--- src/rtl/wb_csr_bank.sv ---
// Wishbone-slave control/status register bank: CTRL with self-clearing start,
// STATUS with sticky write-1-to-clear events, and plain CFG registers exported
// as a flat bus. Every transfer (hit or miss) is acked one cycle after it is seen.
`timescale 1ns/1ps
module wb_csr_bank #(
  parameter int                DWIDTH    = 32,
  parameter int                NREGS     = 8,
  parameter int                ADDR_LSB  = 2,
  parameter logic [DWIDTH-1:0] BASE_ADDR = 32'h3000_0000
) (
  input  logic                        wb_clk_i,
  input  logic                        wb_rst_i,
  input  logic                        wbs_stb_i,
  input  logic                        wbs_cyc_i,
  input  logic                        wbs_we_i,
  input  logic [DWIDTH/8-1:0]         wbs_sel_i,
  input  logic [DWIDTH-1:0]           wbs_adr_i,
  input  logic [DWIDTH-1:0]           wbs_dat_i,
  output logic                        wbs_ack_o,
  output logic [DWIDTH-1:0]           wbs_dat_o,
  input  logic                        done_i,
  input  logic                        busy_i,
  output logic                        start_o,
  output logic                        irq_o,
  output logic [(NREGS-2)*DWIDTH-1:0] cfg_o
);

  localparam int AW   = $clog2(NREGS);
  localparam int NB   = DWIDTH / 8;
  localparam int NCFG = NREGS - 2;

  logic              ack_reg;
  logic [DWIDTH-1:0] dat_reg;
  logic              start_reg;
  logic [DWIDTH-1:0] ctrl_reg;
  logic              done_reg;
  logic              overrun_reg;

  logic [AW-1:0]     reg_idx;
  logic              base_hit;
  logic              idx_ok;
  logic              hit;
  logic              xfer;
  logic              wr_en;
  logic              rd_en;
  logic              ctrl_sel;
  logic              status_sel;
  logic              start_req;
  logic              done_clr;
  logic              overrun_clr;
  logic [DWIDTH-1:0] ctrl_wdata;
  logic [DWIDTH-1:0] rd_data;
  logic              unused_adr_bits;

  // Address decode: upper bits must match the base, index must be populated.
  assign reg_idx  = wbs_adr_i[ADDR_LSB +: AW];
  assign base_hit = (wbs_adr_i[DWIDTH-1:ADDR_LSB+AW] == BASE_ADDR[DWIDTH-1:ADDR_LSB+AW]);

  generate
    if (NREGS == (1 << AW)) begin : g_idx_full
      assign idx_ok = 1'b1;
    end else begin : g_idx_part
      assign idx_ok = (reg_idx < AW'(NREGS));
    end
  endgenerate

  assign hit             = base_hit & idx_ok;
  assign unused_adr_bits = &{1'b0, wbs_adr_i[ADDR_LSB-1:0]};

  // A transfer is taken on the edge that raises ack; ack is never held two cycles.
  assign xfer  = wbs_cyc_i & wbs_stb_i & ~ack_reg;
  assign wr_en = xfer & wbs_we_i & hit;
  assign rd_en = xfer & ~wbs_we_i;

  assign ctrl_sel    = wr_en & (reg_idx == AW'(0));
  assign status_sel  = wr_en & (reg_idx == AW'(1));
  assign start_req   = ctrl_sel & wbs_sel_i[0] & wbs_dat_i[0];
  assign done_clr    = status_sel & wbs_sel_i[0] & wbs_dat_i[1];
  assign overrun_clr = status_sel & wbs_sel_i[0] & wbs_dat_i[2];

  // START is never stored, so the bit always reads back as 0.
  assign ctrl_wdata = {wbs_dat_i[DWIDTH-1:1], 1'b0};

  // Acknowledge generation; reset drops any pending ack.
  always_ff @(posedge wb_clk_i) begin
    if (wb_rst_i) ack_reg <= 1'b0;
    else          ack_reg <= xfer;
  end

  // Read data register: loaded only by read transfers, held otherwise.
  always_ff @(posedge wb_clk_i) begin
    if (wb_rst_i)   dat_reg <= '0;
    else if (rd_en) dat_reg <= rd_data;
  end

  // One-cycle start pulse, suppressed while the datapath is busy.
  always_ff @(posedge wb_clk_i) begin
    if (wb_rst_i) start_reg <= 1'b0;
    else          start_reg <= start_req & ~busy_i;
  end

  // Sticky DONE: a new event in the same cycle as a clear wins.
  always_ff @(posedge wb_clk_i) begin
    if (wb_rst_i) done_reg <= 1'b0;
    else          done_reg <= done_i | (done_reg & ~done_clr);
  end

  // Sticky OVERRUN: set by a start request while busy; set wins over clear.
  always_ff @(posedge wb_clk_i) begin
    if (wb_rst_i) overrun_reg <= 1'b0;
    else          overrun_reg <= (start_req & busy_i) | (overrun_reg & ~overrun_clr);
  end

  // CTRL register with per-byte write enables.
  always_ff @(posedge wb_clk_i) begin
    if (wb_rst_i) begin
      ctrl_reg <= '0;
    end else if (ctrl_sel) begin
      for (int b = 0; b < NB; b++) begin
        if (wbs_sel_i[b]) ctrl_reg[b*8 +: 8] <= ctrl_wdata[b*8 +: 8];
      end
    end
  end

  // CFG registers, one per index 2..NREGS-1, each driving its cfg_o slice.
  genvar gi;
  generate
    for (gi = 0; gi < NCFG; gi++) begin : g_cfg
      logic [DWIDTH-1:0] cfg_reg;
      logic              cfg_sel;

      assign cfg_sel = wr_en & (reg_idx == AW'(gi + 2));

      // Byte-lane write into this configuration register.
      always_ff @(posedge wb_clk_i) begin
        if (wb_rst_i) begin
          cfg_reg <= '0;
        end else if (cfg_sel) begin
          for (int b = 0; b < NB; b++) begin
            if (wbs_sel_i[b]) cfg_reg[b*8 +: 8] <= wbs_dat_i[b*8 +: 8];
          end
        end
      end

      assign cfg_o[gi*DWIDTH +: DWIDTH] = cfg_reg;
    end
  endgenerate

  // Read mux; misses read as zero, STATUS samples the current sticky state.
  always_comb begin
    rd_data = '0;
    if (hit) begin
      if (reg_idx == AW'(0)) begin
        rd_data = ctrl_reg;
      end else if (reg_idx == AW'(1)) begin
        rd_data[2:0] = {overrun_reg, done_reg, busy_i};
      end else begin
        for (int i = 0; i < NCFG; i++) begin
          if (reg_idx == AW'(i + 2)) rd_data = cfg_o[i*DWIDTH +: DWIDTH];
        end
      end
    end
  end

  assign wbs_ack_o = ack_reg;
  assign wbs_dat_o = dat_reg;
  assign start_o   = start_reg;
  assign irq_o     = done_reg & ctrl_reg[1];

endmodule

--- config.mk ---
export PLATFORM = sky130hd
export DESIGN_NAME = wb_csr_bank
export DESIGN_NICKNAME = d
export VERILOG_FILES = /design/src/rtl/wb_csr_bank.sv
export SDC_FILE = /design/constraint.sdc
export NUM_CORES = 1
export LEC_CHECK = 0
export CELL_PAD_IN_SITES_DETAIL_PLACEMENT = 1
export CELL_PAD_IN_SITES_GLOBAL_PLACEMENT = 2
export CORE_UTILIZATION = 29
export CTS_CLUSTER_SIZE = 10
export DETAILED_ROUTE_END_ITERATION = 10
export PLACE_DENSITY_LB_ADDON = 0.25
export RECOVER_POWER = 100
export SLEW_MARGIN = 20
export SYNTH_ARGS = -nofsm -noshare
export SYNTH_HDL_FRONTEND = slang
export SYNTH_SLANG_ARGS = --single-unit
--- constraint.sdc ---
create_clock -name wb_clk_i -period 2.9 [get_ports wb_clk_i]
set_clock_uncertainty 0.05 [all_clocks]
set_input_delay 0.29 -clock wb_clk_i [delete_from_list [all_inputs] [get_ports wb_clk_i]]
set_output_delay 0.29 -clock wb_clk_i [all_outputs]
set_load 0.1 [all_outputs]
# == Word level (Yosys, flattened, before mapping) ==
# Cells that the tools add are included.
# W data, S select, Z words.
# word_totals
latch_bits,0
word_cells,110
output_inout_bits,227
register_bits,259
ramBits,0
memories,0
romBits,0
# op_classes
mux,10
n_eq_ne,8
reduce_logical,29
n_addsub,0
n_bitwise,30
div_mod_pow,0
shift,0
mul,0
n_lt_le_gt_ge,0
# op_table
cell,n
$mux W32,8
$reduce_and A2 Y1,28
$mux W29,1
$eq A27 B25 Y1 const B,1
$and A1 B1 Y1,23
$eq A3 B3 Y1 const B,4
$eq A3 B2 Y1 const B,2
$not A1 Y1,5
$eq A3 B1 Y1 const B,1
$logic_not A3 Y1,1
$mux W3,1
$or A1 B1 Y1,2

# == Logic depth before layout (Yosys ltp) ==
# Gate-level depths: netlist of the first run.
# depth
ltp_word,10
depth_mapped,8

# == Worst setup path before layout of the first run ==
# Ideal clock, no wire load.
# synth_timing
path_type,reg2reg
from,"register ack_reg, in the netlist wbs_ack_o"
to,register g_cfg[1].cfg_reg[17]
required_time_ns,2.722
path_stages_with_launch,8
n_path_buf,2
synth_period_minus_slack_ns,2.581
setup_time_ns,0.128
arrival_time_ns,2.404
path_slack_ns,0.319
path_cell_list,dfxtp_1 and4b_1 clkbuf_1 and3_1 clkbuf_1 nand4_1 mux2i_1 nor2_1
# synth_via
elab_chain_cells,6
# synth_lines
item,line,text
"start, declared",32,logic ack_reg;
"start signal, assigned",87,else ack_reg <= xfer;
$not A1 Y1,71,assign xfer = wbs_cyc_i & wbs_stb_i & ~ack_reg;
$and A1 B1 Y1,71,
$and A1 B1 Y1 (2 in series),72,assign wr_en = xfer & wbs_we_i & hit;
$and A1 B1 Y1,132,assign cfg_sel = wr_en & (reg_idx == AW'(gi + 2));
$reduce_and A2 Y1 (no line),--,
"end signal, assigned by index",140,if (wbs_sel_i[b]) cfg_reg[b*8 +: 8] <= wbs_dat_i[b*8 +: 8];
"end, declared",129,logic [DWIDTH-1:0] cfg_reg;
# Every way passes these cells.
# A chain may end at the register's enable or synchronous reset.

# == Final worst setup path of the first run ==
# layout_timing
from,input port wbs_adr_i[10]
to,register g_cfg[0].cfg_reg[19]
# layout_via
elab_chain_cells,4
# layout_lines
item,line,text
"start, declared",17,"input logic [DWIDTH-1:0] wbs_adr_i,"
$eq A27 B25 Y1,57,assign base_hit = (wbs_adr_i[DWIDTH-1:ADDR_LSB+AW] == BASE_ADDR[DWIDTH-1:ADDR_LSB+AW]);
$and A1 B1 Y1,72,
$and A1 B1 Y1,132,
$reduce_and A2 Y1 (no line),--,
"end signal, assigned by index",140,
"end, declared",129,
# Every way passes these cells.

==> results of run 1 <==
-- stage by stage --
step / std cells / instance area [sq um] / utilization [%] / setup TNS, ns
4_1_cts: 2029 / 15900 / 41.2 / 0
6_report: 2030 / 14900 / 38.6 / 0
3_5_place_dp: 1973 / 14900 / 38.4 / -1.62
5_1_grt: 2029 / 14900 / 38.6 / 0
2_1_floorplan: 1169 / 11400 / - / 0
3_3_place_gp: 1973 / 14900 / 38.4 / -0.571
-- power groups by stage --
stage	logic, mW	registers, mW	clock network (mW)
final	0.485	3.56	4.09
after detailed placement	0.489	3.64	0
after floorplan	0.213	3.64	0
after global routing	0.518	3.56	4.36
after global placement	0.487	3.64	0
after CTS	0.491	3.56	4.22
-- cells in the final DEF (no fill, tap or decap), types with 2 or more instances in the layout --
master	instances
buf_12	15
a21o_1	6
clkbuf_2	15
nor2b_1	4
buf_6	2
and3_1	6
mux2i_1	296
a21oi_1	11
o221ai_1	4
nor2_1	231
clkbuf_8	5
nor4_4	9
nand2_1	55
clkbuf_16	37
nand4b_1	2
a32oi_1	4
or4_1	7
buf_4	23
and4_1	5
nor4_1	7
clkbuf_1	254
nor3_1	3
nor3b_1	2
clkdlybuf4s50_1	70
nand4_1	18
and2_1	9
o22ai_1	2
o21ai_0	60
nand3_1	6
a221o_1	2
mux2_2	9
dfxtp_1	259
inv_1	2
a22oi_1	48
nand3b_1	3
-- cell families after synthesis --
logic type             synth area share, %
multiplexers                          27.2
buffers and inverters                 3.04
flip-flops                            45.6
AND/OR/NAND/NOR                       16.2
AO/OA/AOI/OAI                         7.93
-- area by class of cell --
| cell class | instances | area [sq um] | share of cell area, % |
|---|---|---|---|
| repair buffers | 367 | 2180 | 14.6 |
| well taps | 518 | 648 | 4.34 |
| clock buffers | 54 | 1040 | 6.97 |
| diodes | 1 | 2.50 | 0.0168 |
| multi-input cells | 825 | 5810 | 39.0 |
| flip-flops and latches | 259 | 5180 | 34.7 |
| clock inverters | 2 | 37.5 | 0.252 |
| inverters | 4 | 15.0 | 0.101 |
-- worst max path at each step --
stage,startpoint,end,slack [ns],depth (start not counted)
after global routing,wbs_adr_i[9],g_cfg[3].cfg_reg[19],0.13,8
after CTS,wbs_adr_i[24],wbs_dat_o[26],0.45,9
after floorplan,wbs_ack_o,g_cfg[1].cfg_reg[17],0.32,7
after detailed placement,wbs_adr_i[24],wbs_dat_o[26],-0.11,9
after global placement,wbs_adr_i[24],wbs_dat_o[6],-0.04,9
final,wbs_adr_i[10],g_cfg[0].cfg_reg[19],0.27,8
-- per-layer routing --
metal	vias up	GRT usage (%)
li1	4786	-
met1	4985	28.3
met2	234	35.2
met3	51	5.11
met4	0	5.43
met5	-	0
==> flow_summary.yaml, run 1 <==
run_status:
  status: "complete, no violations"
synth:
  syn_avg_cell_area_sq_um: 9.72
  yosys_warnings: 0
  yosys-top-cells-count: "mux2i_1, dfxtp_1, nor2_1"
  synth_fp_nets: 1244
  yosysMostFrequentCell: "mux2i_1"
  synth-async-reset-ratio_pct: 0
  synth_top_cell_area_share_pct: 45.6
  synth-main-ff-cell: "dfxtp_1"
  netlist_instances: 1169
  synth_top_area_cell: "dfxtp_1"
  ys_ff_latch: 259
  synth_edf_count: 0
  synth_seq_area_share_pct: 45.6
  synthDistinctLibCells: 45
  netlist_top_cells_area: "dfxtp_1, mux2i_1, nor2_1"
  netlist_area_sq_um: 11400
worst_setup_path:
  r2r_end: "g_cfg[5].cfg_reg[16]"
  r2r-start: "wbs_ack_o"
  slowest_stage: "or4_1"
  critPathLaunchType: "input pin"
  path_cells: "clkdlybuf4s50_1 -> or4_1 -> or2_0 -> clkbuf_1 -> nor4_1 -> buf_12 -> mux2i_1 -> nor2_1"
  rr_worst_depth: 7
  path_class: "input pin to flip-flop"
  critPathRequiredTime_ns: 3.23
  cp.arrival_ns: 2.96
  reg2reg_setup_slack_ns: 0.44
  end_kind: "flip-flop"
  slowest_delay_ns: 0.55
  critPathMaxFanout: 9
  cp.buffers_inverters: 3
  cp_top_family: "simple AND/OR/NAND/NOR gates"
timing:
  fin_ws_ns: 0.266
  worst_slew_pin_slew_ns: 1.32
  finalHoldViolCount: 0
  rsz0062_at_grt: "false"
  setup_viol: 0
  relSlewSlack_pct: 12.2
  post-route-period-util_pct: 90.8
  slew_viol_final: 0
  fmax_ghz: 0.380
  whs_ns: 0.0902
  post-route-min-period_ns: 2.63
pwr:
  vdd_drop_max_mv: 0.270
  clkPwrFrac_pct: 50.2
  seq_power_share_pct: 43.8
  powerDensity_nw_per_um2: 545
  p_sw_share_pct: 22.8
  combPwrFrac_pct: 6.0
  p_total_mw: 8.13
  p_sw_mw: 1.86
  p_int_mw: 6.28
  leakage_nw: 6.37
floorplan:
  dieArea_sq_um: 40000
  die_h_microns: 200
  die_width_microns: 200
  ios: 302
  core_sq_um: 38600
  initial_utilization_pct: 29.4
  rows: 72
clock_network:
  clk_pin_slew_worst_paths_ns: 0.05
  clk_latency_ns: 0.52
  cts_setup_buffers: 0
  cts_sinks: 259
  clk_path_buf_depth: 3
  cts_root_buf: "clkbuf_16"
  cts_hold_buffers: 0
  cts.repair.resized: 0
  htree_num_levels: 2
  cts_made_buffers: 34
  cts_tree: "built"
route:
  wl_met1_microns: 20000
  vias: 10100
  routed_via_density: 4.95
  drt_first_iter_violations: 429
  dr_wl_met2_microns: 20000
  drc: 0
  ant_nets: 0
  routed_wirelength_microns: 43200
  dr.pass1.iters: 6
  dr_wl_met3_microns: 2490
  wl_per_cell_microns: 21.3
  top_layer: "met4"
layout:
  n_fill_cell: 4570
  fin_nets: 1566
  area_delta_synth_final_pct: 31.4
  largest_reg_flops: 192
  drive_gt1_share_pct: 8.27
grt:
  grt_max_degree: 104
  grt_pass1_wl_microns: 64800
  antenna_found_initial: 1
  grt_pass1_vias: 10300
  overflow: 0
  grt_util_all_layers_pct: 21.5
placement:
  routabilityCongestion: 0.794
  dpl.hpwl_microns: 30400
  place.port_buffers: 299
  dp_slack_ns: -0.108
flow_run:
  cap_violations: 0
min_path:
  hold_path_end: "g_cfg[4].cfg_reg[1]"
  worstHoldPathCells: 2
  hp-start: "wb_rst_i"
  hold_class: "input pin to flip-flop"
Note: power is estimated with default switching activity, not from simulation.
==> run 2: changes to the inputs <==
--- a/config.mk
+++ b/config.mk
@@ -8,7 +8,7 @@
 export CELL_PAD_IN_SITES_DETAIL_PLACEMENT = 1
 export CELL_PAD_IN_SITES_GLOBAL_PLACEMENT = 2
 export CORE_UTILIZATION = 29
-export CTS_CLUSTER_SIZE = 10
+export CTS_CLUSTER_SIZE = 14
 export DETAILED_ROUTE_END_ITERATION = 10
 export PLACE_DENSITY_LB_ADDON = 0.25
 export RECOVER_POWER = 100
==> flow_summary.yaml, run 2 (same netlist as run 1, synthesis figures left out) <==
route:
  routed_wirelength_microns: 43200
  wl_per_cell_microns: 21.2
  drt_first_iter_violations: 389
  ant_nets: 0
  dr.pass1.iters: 4
  dr_wl_met2_microns: 20000
  routed_via_density: 4.94
  dr_wl_met3_microns: 2440
  drc: 0
  top_layer: "met4"
  wl_met1_microns: 20000
  vias: 10000
placement:
  place.port_buffers: 299
  routabilityCongestion: 0.794
  dp_slack_ns: -0.108
  dp_cells: 1973
  place_area_sq_um: 14900
  dpl.hpwl_microns: 30400
timing:
  worst_slew_pin_slew_ns: 1.32
  finalSetupTns_ns: 0
  fin_ws_ns: 0.281
  finalHoldViolCount: 0
  slew_viol_final: 0
  fmax_ghz: 0.382
  whs_ns: 0.0932
  relSlewSlack_pct: 12.2
  rsz0062_at_grt: "false"
  post-route-period-util_pct: 90.3
  post-route-min-period_ns: 2.62
  setup_viol: 0
worst_setup_path:
  end_kind: "flip-flop"
  slowest_delay_ns: 0.55
  startpoint: "wbs_adr_i[10]"
  path_cells: "clkdlybuf4s50_1 -> or4_1 -> or2_0 -> clkbuf_1 -> nor4_1 -> buf_12 -> mux2i_1 -> nor2_1"
  path_class: "input pin to flip-flop"
  r2r-start: "wbs_ack_o"
  critPathMaxFanout: 9
  slowest_stage: "or4_1"
  critPathLaunchType: "input pin"
  cp.arrival_ns: 2.95
  critPathRequiredTime_ns: 3.23
clock_network:
  clk_pin_slew_worst_paths_ns: 0.06
  htree_num_levels: 2
  clk_latency_ns: 0.51
  cts.repair.resized: 0
  cts_hold_buffers: 0
  clk_path_buf_depth: 3
  cts_sinks: 259
  cts_setup_buffers: 0
  cts_root_buf: "clkbuf_16"
  cts_tree: "built"
  cts_made_buffers: 34
layout:
  drive_gt1_share_pct: 8.33
  fin_nets: 1566
  utilization_pct: 38.7
  area_delta_synth_final_pct: 31.5
  final_common_cell: "mux2i_1"
  largest_reg_flops: 192
  layout_common_cells: "mux2i_1, dfxtp_1, clkbuf_1, nor2_1, clkdlybuf4s50_1"
  finalInstanceArea_sq_um: 14900
  fin_cells: 2032
floorplan:
  ios: 302
  die_width_microns: 200
  die_h_microns: 200
  core_sq_um: 38600
  dieArea_sq_um: 40000
  rows: 72
  initial_utilization_pct: 29.4
pwr:
  p_total_mw: 8.22
  leakage_nw: 6.37
  powerDensity_nw_per_um2: 550
  vdd_drop_max_mv: 0.269
run_status:
  status: "complete, no violations"
grt:
  antenna_found_initial: 2
  grt_pass1_wl_microns: 64700
  overflow: 0
  grt_pass1_vias: 10300
  grt_max_degree: 104
  grt_util_all_layers_pct: 21.5
flow_run:
  cap_violations: 0
min_path:
  hp-start: "wb_rst_i"
  hold_class: "input pin to flip-flop"
==> run 2: changes by cell type in the layout (fill, tap and decap cells not counted) <==
| cell | delta |
|---|---|
| bufinv_16 | +1 |
| clkbuf_1 | +1 |
| clkbuf_8 | -1 |
| clkinv_2 | +1 |
| clkinv_4 | +1 |
| clkinvlp_4 | -1 |
| nor4_2 | +1 |
| nor4_4 | -1 |
==> run 2: metal layers <==
| layer | up-vias | GRT usage [%] |
|---|---|---|
| met1 | 4966 | 28.5 |
| met2 | 236 | 35.2 |
| met3 | 53 | 4.97 |
| li1 | 4789 | - |
| met4 | 0 | 5.00 |
| met5 | - | 0 |
==> run 2: cell type report <==
type	count	area, sq um
fill	4569	23700
multi-input combinational	825	5810
sequential	259	5180
timing repair buffer	367	2180
clock buffer	54	1030
tap	518	648
clock inverter	4	73.8
inverter	4	15.0
antenna	1	2.50
==> run 2: report_power, final <==
group	internal, mW	switching (mW)	total [mW]
clock network	2.60	1.57	4.17
registers	3.56	0.00124	3.56
logic	0.188	0.296	0.484
==> run 2: critical path, delay by kind of cell <==
family,cells,cell delay (ns)
buffers and inverters,3,0.87
and+or+nand+nor,4,1.56
muxes,1,0.20
==> run 2: worst paths after layout <==
kind | slack [ns] | endpoint | depth (start not counted)
worst max-delay path | 0.28 | g_cfg[0].cfg_reg[19] | 8
worst min-delay path | 0.09 | g_cfg[5].cfg_reg[1] | 2
worst max register to register | 0.43 | g_cfg[5].cfg_reg[16] | 7
worst min register to register | 0.40 | wbs_dat_o[20] | 2
==> run 3: changes to the inputs <==
--- a/config.mk
+++ b/config.mk
@@ -5,10 +5,11 @@
 export SDC_FILE = /design/constraint.sdc
 export NUM_CORES = 1
 export LEC_CHECK = 0
+export ABC_CLOCK_PERIOD_IN_PS = 2900
 export CELL_PAD_IN_SITES_DETAIL_PLACEMENT = 1
 export CELL_PAD_IN_SITES_GLOBAL_PLACEMENT = 2
 export CORE_UTILIZATION = 29
-export CTS_CLUSTER_SIZE = 14
+export CTS_CLUSTER_SIZE = 12
 export DETAILED_ROUTE_END_ITERATION = 10
 export PLACE_DENSITY_LB_ADDON = 0.25
 export RECOVER_POWER = 100
==> results of run 3 <==
Same layout as run 2: the final DEF is identical, and so are final timing and power.
